--- config.mk ---
export PLATFORM = sky130hd
export DESIGN_NAME = poly_unpack
export DESIGN_NICKNAME = d
export VERILOG_FILES = /design/src/rtl/crystals_pkg.sv /design/src/rtl/cond_sub_q.sv /design/src/rtl/poly_unpack.sv
export SDC_FILE = /design/constraint.sdc
export NUM_CORES = 1
export LEC_CHECK = 0
export CORE_UTILIZATION = 49
export DETAILED_ROUTE_END_ITERATION = 16
export PLACE_DENSITY = 0.72
export SYNTH_ARGS = -nofsm -noshare
export SYNTH_HDL_FRONTEND = slang
export SYNTH_SLANG_ARGS = --single-unit
--- constraint.sdc ---
create_clock -name clk -period 3.3 [get_ports clk]
set_input_delay 0.66 -clock clk [delete_from_list [all_inputs] [get_ports clk]]
set_output_delay 0.66 -clock clk [all_outputs]
set_load 0.05 [all_outputs]
--- src/rtl/crystals_pkg.sv ---
`default_nettype none
// ============================================================================
// Module   : crystals_pkg
// Purpose  : Shared types and constants for the CRYSTALS coefficient datapath.
// Revision : 1.0 - initial release
// ============================================================================
`ifndef Q
`define Q 3329
`endif
`ifndef DATA_WIDTH
`define DATA_WIDTH 12
`endif

package crystals_pkg;

    typedef enum logic [1:0] {
        IDLE  = 2'd0,
        RUN   = 2'd1,
        DRAIN = 2'd2
    } unpack_state_t;

    localparam int KYBER_COEF_BITS = 12;
    localparam int KYBER_N_PAIRS   = 128;

endpackage
`default_nettype wire

--- src/rtl/cond_sub_q.sv ---
`default_nettype none
// ============================================================================
// Module   : cond_sub_q
// Purpose  : Conditional single subtraction of Q with out-of-range flag.
// Revision : 1.0 - initial release
// ============================================================================
`ifndef Q
`define Q 3329
`endif
`ifndef DATA_WIDTH
`define DATA_WIDTH 12
`endif

module cond_sub_q
    import crystals_pkg::*;
#(
    parameter int COEF_BITS = KYBER_COEF_BITS
) (
    input  logic [COEF_BITS-1:0]  i_v,
    output logic [`DATA_WIDTH:0]  o_r,
    output logic                  o_ovf
);

    localparam int              C_OW = `DATA_WIDTH + 1;
    localparam logic [C_OW-1:0] C_Q  = C_OW'(`Q);

    logic [C_OW-1:0] w_ext;

    // 2^COEF_BITS < 2Q, so one subtraction always lands in 0..Q-1
    assign w_ext = C_OW'(i_v);
    assign o_ovf = (w_ext >= C_Q);
    assign o_r   = o_ovf ? (w_ext - C_Q) : w_ext;

endmodule
`default_nettype wire

--- src/rtl/poly_unpack.sv ---
`default_nettype none
// ============================================================================
// Module   : poly_unpack
// Purpose  : Streaming ByteDecode - packed LSB-first bytes to reduced pairs.
// Revision : 1.0 - initial release
// ============================================================================
`ifndef Q
`define Q 3329
`endif
`ifndef DATA_WIDTH
`define DATA_WIDTH 12
`endif

module poly_unpack
    import crystals_pkg::*;
#(
    parameter int COEF_BITS = KYBER_COEF_BITS,
    parameter int N_PAIRS   = KYBER_N_PAIRS
) (
    input  logic                  clk,
    input  logic                  rst,
    input  logic                  start,
    input  logic                  in_valid,
    output logic                  in_ready,
    input  logic [7:0]            in_byte,
    output logic                  out_valid,
    input  logic                  out_ready,
    output logic [`DATA_WIDTH:0]  out_coef [2],
    output logic                  out_last,
    output logic                  range_err,
    output logic                  busy,
    output logic                  done
);

    localparam int                C_PAIR_BITS = 2 * COEF_BITS;
    localparam int                C_ACC_W     = C_PAIR_BITS + 8;
    localparam int                C_FILL_W    = $clog2(C_ACC_W + 1);
    localparam int                C_CNT_W     = $clog2(N_PAIRS + 1);
    localparam logic [C_FILL_W-1:0] C_PAIR_FILL = C_FILL_W'(C_PAIR_BITS);
    localparam logic [C_CNT_W-1:0]  C_LAST_IDX  = C_CNT_W'(N_PAIRS - 1);

    unpack_state_t          r_state, w_state_nxt;
    logic [C_ACC_W-1:0]     r_acc, w_acc_base, w_acc_nxt;
    logic [C_FILL_W-1:0]    r_fill, w_fill_base, w_fill_nxt;
    logic [C_CNT_W-1:0]     r_count;
    logic                   r_out_valid, r_out_last, r_range_err, r_done;
    logic [`DATA_WIDTH:0]   r_coef [2];
    logic [`DATA_WIDTH:0]   w_lane [2];
    logic [1:0]             w_ovf;
    logic                   w_extract, w_accept, w_out_fire, w_last_pair;

    assign w_extract   = (r_state == RUN) && (r_fill >= C_PAIR_FILL) &&
                         (!r_out_valid || out_ready);
    assign in_ready    = (r_state == RUN) && ((r_fill < C_PAIR_FILL) || w_extract);
    assign w_accept    = in_valid && in_ready;
    assign w_out_fire  = r_out_valid && out_ready;
    assign w_last_pair = (r_count == C_LAST_IDX);

    assign busy        = (r_state != IDLE);
    assign out_valid   = r_out_valid;
    assign out_last    = r_out_last;
    assign range_err   = r_range_err;
    assign done        = r_done;
    assign out_coef[0] = r_coef[0];
    assign out_coef[1] = r_coef[1];

    for (genvar i = 0; i < 2; i++) begin : g_lane
        cond_sub_q #(
            .COEF_BITS (COEF_BITS)
        ) u_sub (
            .i_v   (r_acc[i*COEF_BITS +: COEF_BITS]),
            .o_r   (w_lane[i]),
            .o_ovf (w_ovf[i])
        );
    end

    // A byte accepted alongside an extract lands just above the bits left over
    always_comb begin
        w_acc_base  = r_acc;
        w_fill_base = r_fill;
        if (w_extract) begin
            w_acc_base  = r_acc >> C_PAIR_BITS;
            w_fill_base = r_fill - C_PAIR_FILL;
        end
        w_acc_nxt  = w_acc_base;
        w_fill_nxt = w_fill_base;
        if (w_accept) begin
            w_acc_nxt  = w_acc_base | (C_ACC_W'(in_byte) << w_fill_base);
            w_fill_nxt = w_fill_base + C_FILL_W'(8);
        end
    end

    always_comb begin
        w_state_nxt = r_state;
        if (start) begin
            w_state_nxt = RUN;
        end else begin
            case (r_state)
                IDLE:    w_state_nxt = IDLE;
                RUN:     if (w_extract && w_last_pair) w_state_nxt = DRAIN;
                DRAIN:   if (w_out_fire) w_state_nxt = IDLE;
                default: w_state_nxt = IDLE;
            endcase
        end
    end

    always_ff @(posedge clk or posedge rst) begin
        if (rst) r_state <= IDLE;
        else     r_state <= w_state_nxt;
    end

    always_ff @(posedge clk or posedge rst) begin
        if (rst) begin
            r_acc       <= '0;
            r_fill      <= '0;
            r_count     <= '0;
            r_out_valid <= 1'b0;
            r_out_last  <= 1'b0;
            r_range_err <= 1'b0;
            r_done      <= 1'b0;
            r_coef[0]   <= '0;
            r_coef[1]   <= '0;
        end else if (start) begin
            r_acc       <= '0;
            r_fill      <= '0;
            r_count     <= '0;
            r_out_valid <= 1'b0;
            r_out_last  <= 1'b0;
            r_range_err <= 1'b0;
            r_done      <= 1'b0;
        end else begin
            r_acc  <= w_acc_nxt;
            r_fill <= w_fill_nxt;
            r_done <= (r_state == DRAIN) && w_out_fire;
            if (w_extract) begin
                r_count     <= r_count + 1'b1;
                r_out_valid <= 1'b1;
                r_out_last  <= w_last_pair;
                r_coef[0]   <= w_lane[0];
                r_coef[1]   <= w_lane[1];
                r_range_err <= r_range_err | (|w_ovf);
            end else if (w_out_fire) begin
                r_out_valid <= 1'b0;
                r_out_last  <= 1'b0;
            end
        end
    end

endmodule
`default_nettype wire

# Word level (Yosys, flattened, before mapping)
# Index checks and enable logic that the tools add are counted.
# classes
n_reduce_logical	16
n_bitwise	3
mux	22
n_shift	1
order_cmp	4
add_sub_neg	5
eq_ne	5
# op_table
op	count
$mux W32	3
$or A32 B32 Y32	1
$shl A8 B6 Y32	1
$mux W13	2
$sub A12 B12 Y13 const B	2
$ge A12 B12 Y1 const B	2
$mux W6	3
$mux W8	2
$add A8 B1 Y8 const B	1
$eq A8 B7 Y1 const B	1
$mux W1	8
$logic_and A1 B1 Y1	7
$add A6 B4 Y6 const B	1
$ge A6 B5 Y1 const B	1
$lt A6 B5 Y1 const B	1
$mux W2	3
$sub A6 B5 Y6 const B	1
$pmux W2 S2	1
$reduce_and A2 Y1	2
$reduce_bool A2 Y1	2
$ne A3 B2 Y1 const B	1
$ne A3 B3 Y1 const B	1
$reduce_bool A3 Y1	1
$eq A2 B1 Y1 const B	1
other kinds (6)	7
# totals
elab_cells	66
out_inout_bits	32
regBits	78
input_bits	13

# Logic depth before layout (Yosys ltp)
# Gate-level depths: netlist of run 1.
# depth
depth_word	8
ltp_mapped	8
mapped_depth_nobuf	7

# Cells and area by module
# A second synthesis of run 1 with hierarchy kept.
# hier_totals
cells_unflattened	424
area_unflattened_um2	4185.3
# by_module_without_submodules
module	n_inst	seq_area_each_um2	cells_each	area_each_um2
poly_unpack	1	1876.8	330	3502.1
cond_sub_q at g_lane[1].u_sub	1	0.0	44	351.6
cond_sub_q at g_lane[0].u_sub	1	0.0	50	331.6

# Least setup slack after synthesis of run 1
# No wires, ideal clock.
# synth_timing
kind	register to output
start	register r_out_valid, in the netlist out_valid
end	output port in_ready
t_required_ns	2.640
n_path_buf	1
t_arrival_ns	1.868
stages_incl_launch_ff	4
setup_slack_ns	0.772
cell_sequence	dfrtp_1 nor2b_1 clkbuf_1 a21oi_1
# synth_between
elab_chain_len	5
# synth_lines
item	line	rtl
start: declaration	poly_unpack.sv:46	logic r_out_valid, r_out_last, r_range_err, r_done;
start signal: assignment	poly_unpack.sv:117	r_out_valid <= 1'b0;
start signal: assignment	poly_unpack.sv:127	r_out_valid <= 1'b0;
start signal: assignment	poly_unpack.sv:137	r_out_valid <= 1'b1;
$logic_not A1 Y1	poly_unpack.sv:53	(!r_out_valid || out_ready);
$logic_or A1 B1 Y1	poly_unpack.sv:53	
$logic_and A1 B1 Y1	poly_unpack.sv:52	assign w_extract = (r_state == RUN) && (r_fill >= C_PAIR_FILL) &&
$logic_or A1 B1 Y1	poly_unpack.sv:54	assign in_ready = (r_state == RUN) && ((r_fill < C_PAIR_FILL) || w_extract);
$logic_and A1 B1 Y1	poly_unpack.sv:54	
end: declaration	poly_unpack.sv:24	output logic in_ready,
# Every way passes these cells.

# Final worst setup path of run 1
# layout_timing
start	input port out_ready
end	output port in_ready
# layout_between
elab_chain_len	4
# layout_lines
item	line	rtl
start: declaration	poly_unpack.sv:27	input logic out_ready,
$logic_or A1 B1 Y1	poly_unpack.sv:53	
$logic_and A1 B1 Y1	poly_unpack.sv:52	
$logic_or A1 B1 Y1	poly_unpack.sv:54	
$logic_and A1 B1 Y1	poly_unpack.sv:54	
# Every way passes these cells.

==> impl_metrics.env, run 1 <==
export IMPL_status="finished clean"
export IMPL_multiInputGateArea_um2=1740
export IMPL_syn_cell_area_um2=3730
export IMPL_synthCells=397
export IMPL_power_total_mw=3.83
export IMPL_cts_tree="done"
export IMPL_area_growth_pct=19.6
export IMPL_design_area_um2=4470
export IMPL_setup_violations=0
export IMPL_wl_per_cell_um=15.0
export IMPL_ys_ff_latch=75
export IMPL_core_rowCount=31
export IMPL_hold_path_class="flip-flop to flip-flop"
export IMPL_antenna_left=0
export IMPL_grt_use_met1_pct=31.4
export IMPL_grt_max_degree=76
export IMPL_initial_utilization_pct=51.2
export IMPL_cp_max_fo=9
export IMPL_worst_skew_pair_late_latency_ps=340
export IMPL_cp_start_kind="input pin"
export IMPL_dieArea_um2=7980
export IMPL_period_share_pct=81.4
export IMPL_clockBufferDepth=2
export IMPL_fmax_mhz=372
export IMPL_synth_cell_types=49
export IMPL_dr_pass1_iters=4
export IMPL_finalCriticalPeriod_ps=2690
export IMPL_grt_first_pass_wirelength_mm=13.8
export IMPL_finalNetCount=458
export IMPL_endpoint_kind="output pin"
export IMPL_ioPinCount=45
export IMPL_leakage_nw=1.82
export IMPL_n_antenna_cell=0
export IMPL_synth_avg_cell_area_um2=9.41
export IMPL_fin_hold_ws_ps=477
export IMPL_rsz0062_at_grt="no"
export IMPL_drv_cap=0
export IMPL_hold_buffers=0
export IMPL_wirelength_mm=8.14
export IMPL_layout_setup_ws_ps=615
export IMPL_route_detailed_drc=0
export IMPL_crit_type="input pin to output pin"
export IMPL_dpl_cell_area_um2=4270
export IMPL_crit_arrival_ps=2030
export IMPL_overflow=0
export IMPL_register_area_um2=1880
export IMPL_die_y_um=89.3
export IMPL_synthesis_nets=417
export IMPL_gr_max_usage_layer="met2"
export IMPL_grt_met3_usage_pct=3.79
export IMPL_cts_inserted_buffers=9
export IMPL_met2_usage_pct=37.5
export IMPL_cp_data_required_time_ps=2640
export IMPL_yosysWarnings=0
export IMPL_vias=3039
export IMPL_synth_edf_count=0
export IMPL_finalHoldViolations=0
export IMPL_setup_tns_ps=0
export IMPL_seq_area_frac_synth_pct=50.3
export IMPL_cts_setup_buffers=0
export IMPL_path_clk_slew_ps=80
export IMPL_htreeDepth=3
export IMPL_synthFlopType="dfrtp_1"
export IMPL_fp_dieW_um=89.3
export IMPL_fin_skew_ps=9.30
export IMPL_final_max_slew_viol_count=0
export IMPL_antenna_found_initial=0
export IMPL_cts_root_buffer_cell="clkbuf_8"
export IMPL_powerDensity_nw_per_um2=858
export IMPL_avgViaCountPerCell=5.62
export IMPL_pre_cts_ws_ps=572
export IMPL_async_flop_share_pct=100
export IMPL_grt_pass1_vias=2883
export IMPL_coreArea_um2=7290
export IMPL_drive_above_1_share_pct=7.01
export IMPL_grt_total_usage_pct=23.2
export IMPL_slew_headroom_pct=42.7
export IMPL_drt_iter0_markers=172
export IMPL_worst_pin_slew_ps=852
export IMPL_cts_sinks=75
export IMPL_vdd_ir_drop_max_uv=519
export IMPL_hpwl_mm=5.71
export IMPL_port_buffers=44
export IMPL_post_cts_resize_count=0
export IMPL_place_congestion=0.827
export IMPL_fillers=663
layer usage:
metal	up-vias	share of wire, %
met5	-	0
met4	0	0.26
met3	2	4.8
met2	73	49
met1	1478	46
li1	1486	-
where the power goes:
part / switching [mW] / internal [mW]
registers: 0.201 / 1.13
clock network: 0.318 / 0.386
logic: 1.19 / 0.601
total: 1.71 / 2.12
kinds of logic after synthesis:
logic type | Yosys count | synth area share (%)
AND/OR/NAND/NOR | 145 | 17.9
AO/OA/AOI/OAI | 104 | 17.7
XOR/XNOR | 25 | 5.86
buffers and inverters | 31 | 3.22
flip-flops | 75 | 50.3
adder cells (fa/ha/maj) | 7 | 2.34
multiplexers | 10 | 2.75
stage by stage:
stage	instances	utilization, %
final	541	61.2
after global routing	541	61.2
after CTS	541	61.2
after detailed placement	526	58.6
after global placement	526	58.6
after floorplan	397	-
cell usage after synthesis, types with 11 or more instances:
cell      count  area (um2)
nand3_1      15        75.1
nor2_1       23        86.3
xnor2_1      14         123
xor2_1       11        96.3
a21oi_1      15        75.1
inv_1        12        45.0
nand2_1      71         267
clkbuf_1     16        60.1
dfrtp_1      75        1880
o21ai_0      49         245
worst max-delay path, cell delays in order:
cell	delay (ps)
clkdlybuf4s50_1	420
nor2b_1	480
a21oi_1	230
buf_4	240
registers in the layout, summed over array words and instances (netlist names):
signal,flops
out_last,1
out_coef,26
out_valid,1
range_err,1
r_fill,3
r_count,8
r_acc,32
r_state,2
done,1
cells in the final DEF, fill, tap and decap left out, types with 7 or more instances in the layout:
cell type,synthesis,final
dfrtp_1,75,75
nand2_1,71,71
o21ai_0,49,49
clkdlybuf4s50_1,0,43
nor2_1,23,23
a21oi_1,15,15
nand3_1,15,15
xnor2_1,14,14
inv_1,12,11
xor2_1,11,11
clkbuf_8,0,11
nor3_1,8,8
mux2i_1,8,8
o22ai_1,8,8
o211ai_1,7,7
ha_1,7,7
area by class of cell:
cell class / count / area share [%]
Sequential cell: 75 / 42.0
Clock buffer: 13 / 3.56
Tap cell: 99 / 2.77
Timing Repair Buffer: 49 / 10.9
Clock inverter: 2 / 0.785
Multi-Input combinational cell: 291 / 38.9
Inverter: 12 / 1.01
final timing paths:
check,slack (ps),from,to,cells past startpoint
max,610,out_ready,in_ready,4
min,480,out_coef[20]$_DFFE_PP0P_,out_coef[20]$_DFFE_PP0P_,2
max reg2reg,1070,r_acc[18]$_DFF_PP0_,range_err$_DFFE_PP0P_,5
min reg2reg,480,out_coef[20]$_DFFE_PP0P_,out_coef[20]$_DFFE_PP0P_,2
max in group asynchronous,2270,rst,out_coef[5]$_DFFE_PP0P_,3
min in group asynchronous,710,rst,r_count[0]$_DFFE_PP0P_,3
Note: power is estimated with default switching activity, not from simulation.
==> run 2: changes to the inputs <==
--- a/config.mk
+++ b/config.mk
@@ -7,7 +7,7 @@
 export LEC_CHECK = 0
 export CORE_UTILIZATION = 49
 export DETAILED_ROUTE_END_ITERATION = 16
-export PLACE_DENSITY = 0.72
+export PLACE_DENSITY = 0.74
 export SYNTH_ARGS = -nofsm -noshare
 export SYNTH_HDL_FRONTEND = slang
 export SYNTH_SLANG_ARGS = --single-unit
==> constraint.sdc (replaced) <==
create_clock -name clk -period 2.35 [get_ports clk]
set_input_delay 0.47 -clock clk [delete_from_list [all_inputs] [get_ports clk]]
set_output_delay 0.47 -clock clk [all_outputs]
set_load 0.05 [all_outputs]
==> run 2 against run 1 <==
Against the previous run:
- setup slack worse by 510 ps
- clock skew is 0.68 ps higher
- flip-flop and latch count did not move
- die area stayed put
- critical path depth decreased by 2
- first-iteration DRC count decreased by 6.4%
- core utilization increased by 1.9 points
- critical endpoint is now busy
- largest power group unchanged
==> impl_metrics.env, run 2 (synthesis gave the netlist of run 1 again) <==
export IMPL_n_antenna_cell=0
export IMPL_drv_cap=0
export IMPL_fin_util_pct=63.1
export IMPL_wl_per_cell_um=14.8
export IMPL_dr_pass1_iters=5
export IMPL_grt_max_degree=63
export IMPL_cp_data_required_time_ps=1880
export IMPL_initial_utilization_pct=51.2
export IMPL_cp_max_fo=5
export IMPL_crit_path_cell_trace="or2_2 > clkdlybuf4s50_1"
export IMPL_design_area_um2=4600
export IMPL_worst_skew_pair_late_latency_ps=350
export IMPL_hpwl_mm=5.87
export IMPL_slew_headroom_pct=65.1
export IMPL_crit_type="flip-flop to output pin"
export IMPL_cp_start_kind="flip-flop"
export IMPL_grt_total_usage_pct=22.4
export IMPL_route_detailed_drc=0
export IMPL_cts_setup_buffers=0
export IMPL_vdd_ir_drop_max_uv=811
export IMPL_final_cell_mix="dfrtp_1 (75), nand2_1 (71), o21ai_0 (49)"
export IMPL_cts_sinks=75
export IMPL_post_cts_resize_count=0
export IMPL_worstRegToRegCells=7
export IMPL_finalNetCount=469
export IMPL_fin_skew_ps=9.98
export IMPL_path_delay_family="buffers and inverters"
export IMPL_port_buffers=44
export IMPL_power_total_mw=5.62
export IMPL_grt_first_pass_wirelength_mm=13.5
export IMPL_largest_register="r_acc"
export IMPL_clockBufferDepth=2
export IMPL_cts_tree="done"
export IMPL_hold_buffers=0
export IMPL_wirelength_mm=8.21
export IMPL_fmax_mhz=446
export IMPL_core_rowCount=31
export IMPL_cp_depth=2
export IMPL_rsz0062_at_grt="no"
export IMPL_coreArea_um2=7290
export IMPL_cts_root_buffer_cell="clkbuf_8"
export IMPL_place_congestion=0.852
export IMPL_dieArea_um2=7980
export IMPL_crit_slowest_cell="clkdlybuf4s50_1"
export IMPL_avgViaCountPerCell=5.53
export IMPL_path_clk_slew_ps=80
export IMPL_crit_arrival_ps=1770
export IMPL_drive_above_1_share_pct=9.91
export IMPL_cts_inserted_buffers=9
export IMPL_leakage_nw=1.89
export IMPL_final_max_slew_viol_count=0
export IMPL_area_growth_pct=23.2
export IMPL_htreeDepth=3
export IMPL_period_share_pct=95.4
export IMPL_finalHoldViolations=0
export IMPL_setup_tns_ps=0
export IMPL_cpPeakStageDelay_ps=700
export IMPL_fillers=640
export IMPL_finalCriticalPeriod_ps=2240
export IMPL_final_common_cell="dfrtp_1"
export IMPL_ioPinCount=45
export IMPL_antenna_left=0
export IMPL_fp_dieW_um=89.3
export IMPL_vias=3056
export IMPL_powerDensity_nw_per_um2=1220
export IMPL_largest_register_ffs=32
export IMPL_worst_pin_slew_ps=518
export IMPL_dp_cells=537
export IMPL_die_y_um=89.3
export IMPL_drt_iter0_markers=161
export IMPL_endpoint_kind="output pin"
export IMPL_grt_pass1_vias=2798
export IMPL_antenna_found_initial=0
export IMPL_hold_path_class="input pin to async pin"
export IMPL_status="finished clean"
export IMPL_setup_violations=0
export IMPL_dpl_cell_area_um2=4370
export IMPL_final_instance_count_excl_fill=553
export IMPL_crit_buf_inv=1
export IMPL_overflow=0
[run 2: where the power goes]
part           switching [mW]  internal (mW)  leakage (nW)  total, mW
clock network           0.475          0.655         0.113       1.13
logic                    1.68          0.938         0.757       2.62
registers               0.279           1.59          1.02       1.87
[run 2: path summary, 6_finish.rpt]
| path | from | slack [ps] | endpoint |
|---|---|---|---|
| setup reg to reg | r_acc[13]$_DFF_PP0_ | 150 | out_coef[7]$_DFFE_PP0P_ |
| setup / recovery | r_state[0]$_DFFE_PP0P_ | 110 | busy |
| max in group asynchronous | rst | 1300 | r_fill[3]$_DFF_PP0_ |
| hold / removal | rst | 440 | r_count[1]$_DFFE_PP0P_ |
| hold reg to reg | out_coef[11]$_DFFE_PP0P_ | 470 | out_coef[11]$_DFFE_PP0P_ |
| min in group clk | out_coef[11]$_DFFE_PP0P_ | 470 | out_coef[11]$_DFFE_PP0P_ |
[run 2: metal layers]
layer	share of wire [%]	vias up	global-route usage, %
met3	3.6	14	3.97
met5	0	-	0
li1	-	1505	-
met2	47	76	35.7
met1	48	1461	30.6
met4	1.6	0	8.66
[run 2: worst register-to-register path, cell delays in order (launching register included)]
cell and delay (ps):
dfrtp_1 440, inv_1 110, ha_1 140, or4b_4 480
a31oi_4 330, o21ai_4 150, or3_1 330, a31oi_1 160
[run 2: metrics by stage]
step | hold slack [ps] | setup slack (ps)
floorplan | 450 | 130
global placement | 457 | 107
detailed placement | 455 | 64.4
CTS | 442 | 98.8
global route | 453 | 62.1
finish | 437 | 109
[run 2: final cells by class]
| cell class | instances | area, um2 | share of cell area, % |
|---|---|---|---|
| flip-flops and latches | 75 | 1880 | 40.8 |
| clock inverters | 4 | 72.6 | 1.58 |
| multi-input cells | 291 | 1740 | 37.8 |
| repair buffers | 60 | 583 | 12.7 |
| well taps | 99 | 124 | 2.69 |
| clock buffers | 12 | 155 | 3.37 |
| inverters | 12 | 48.8 | 1.06 |
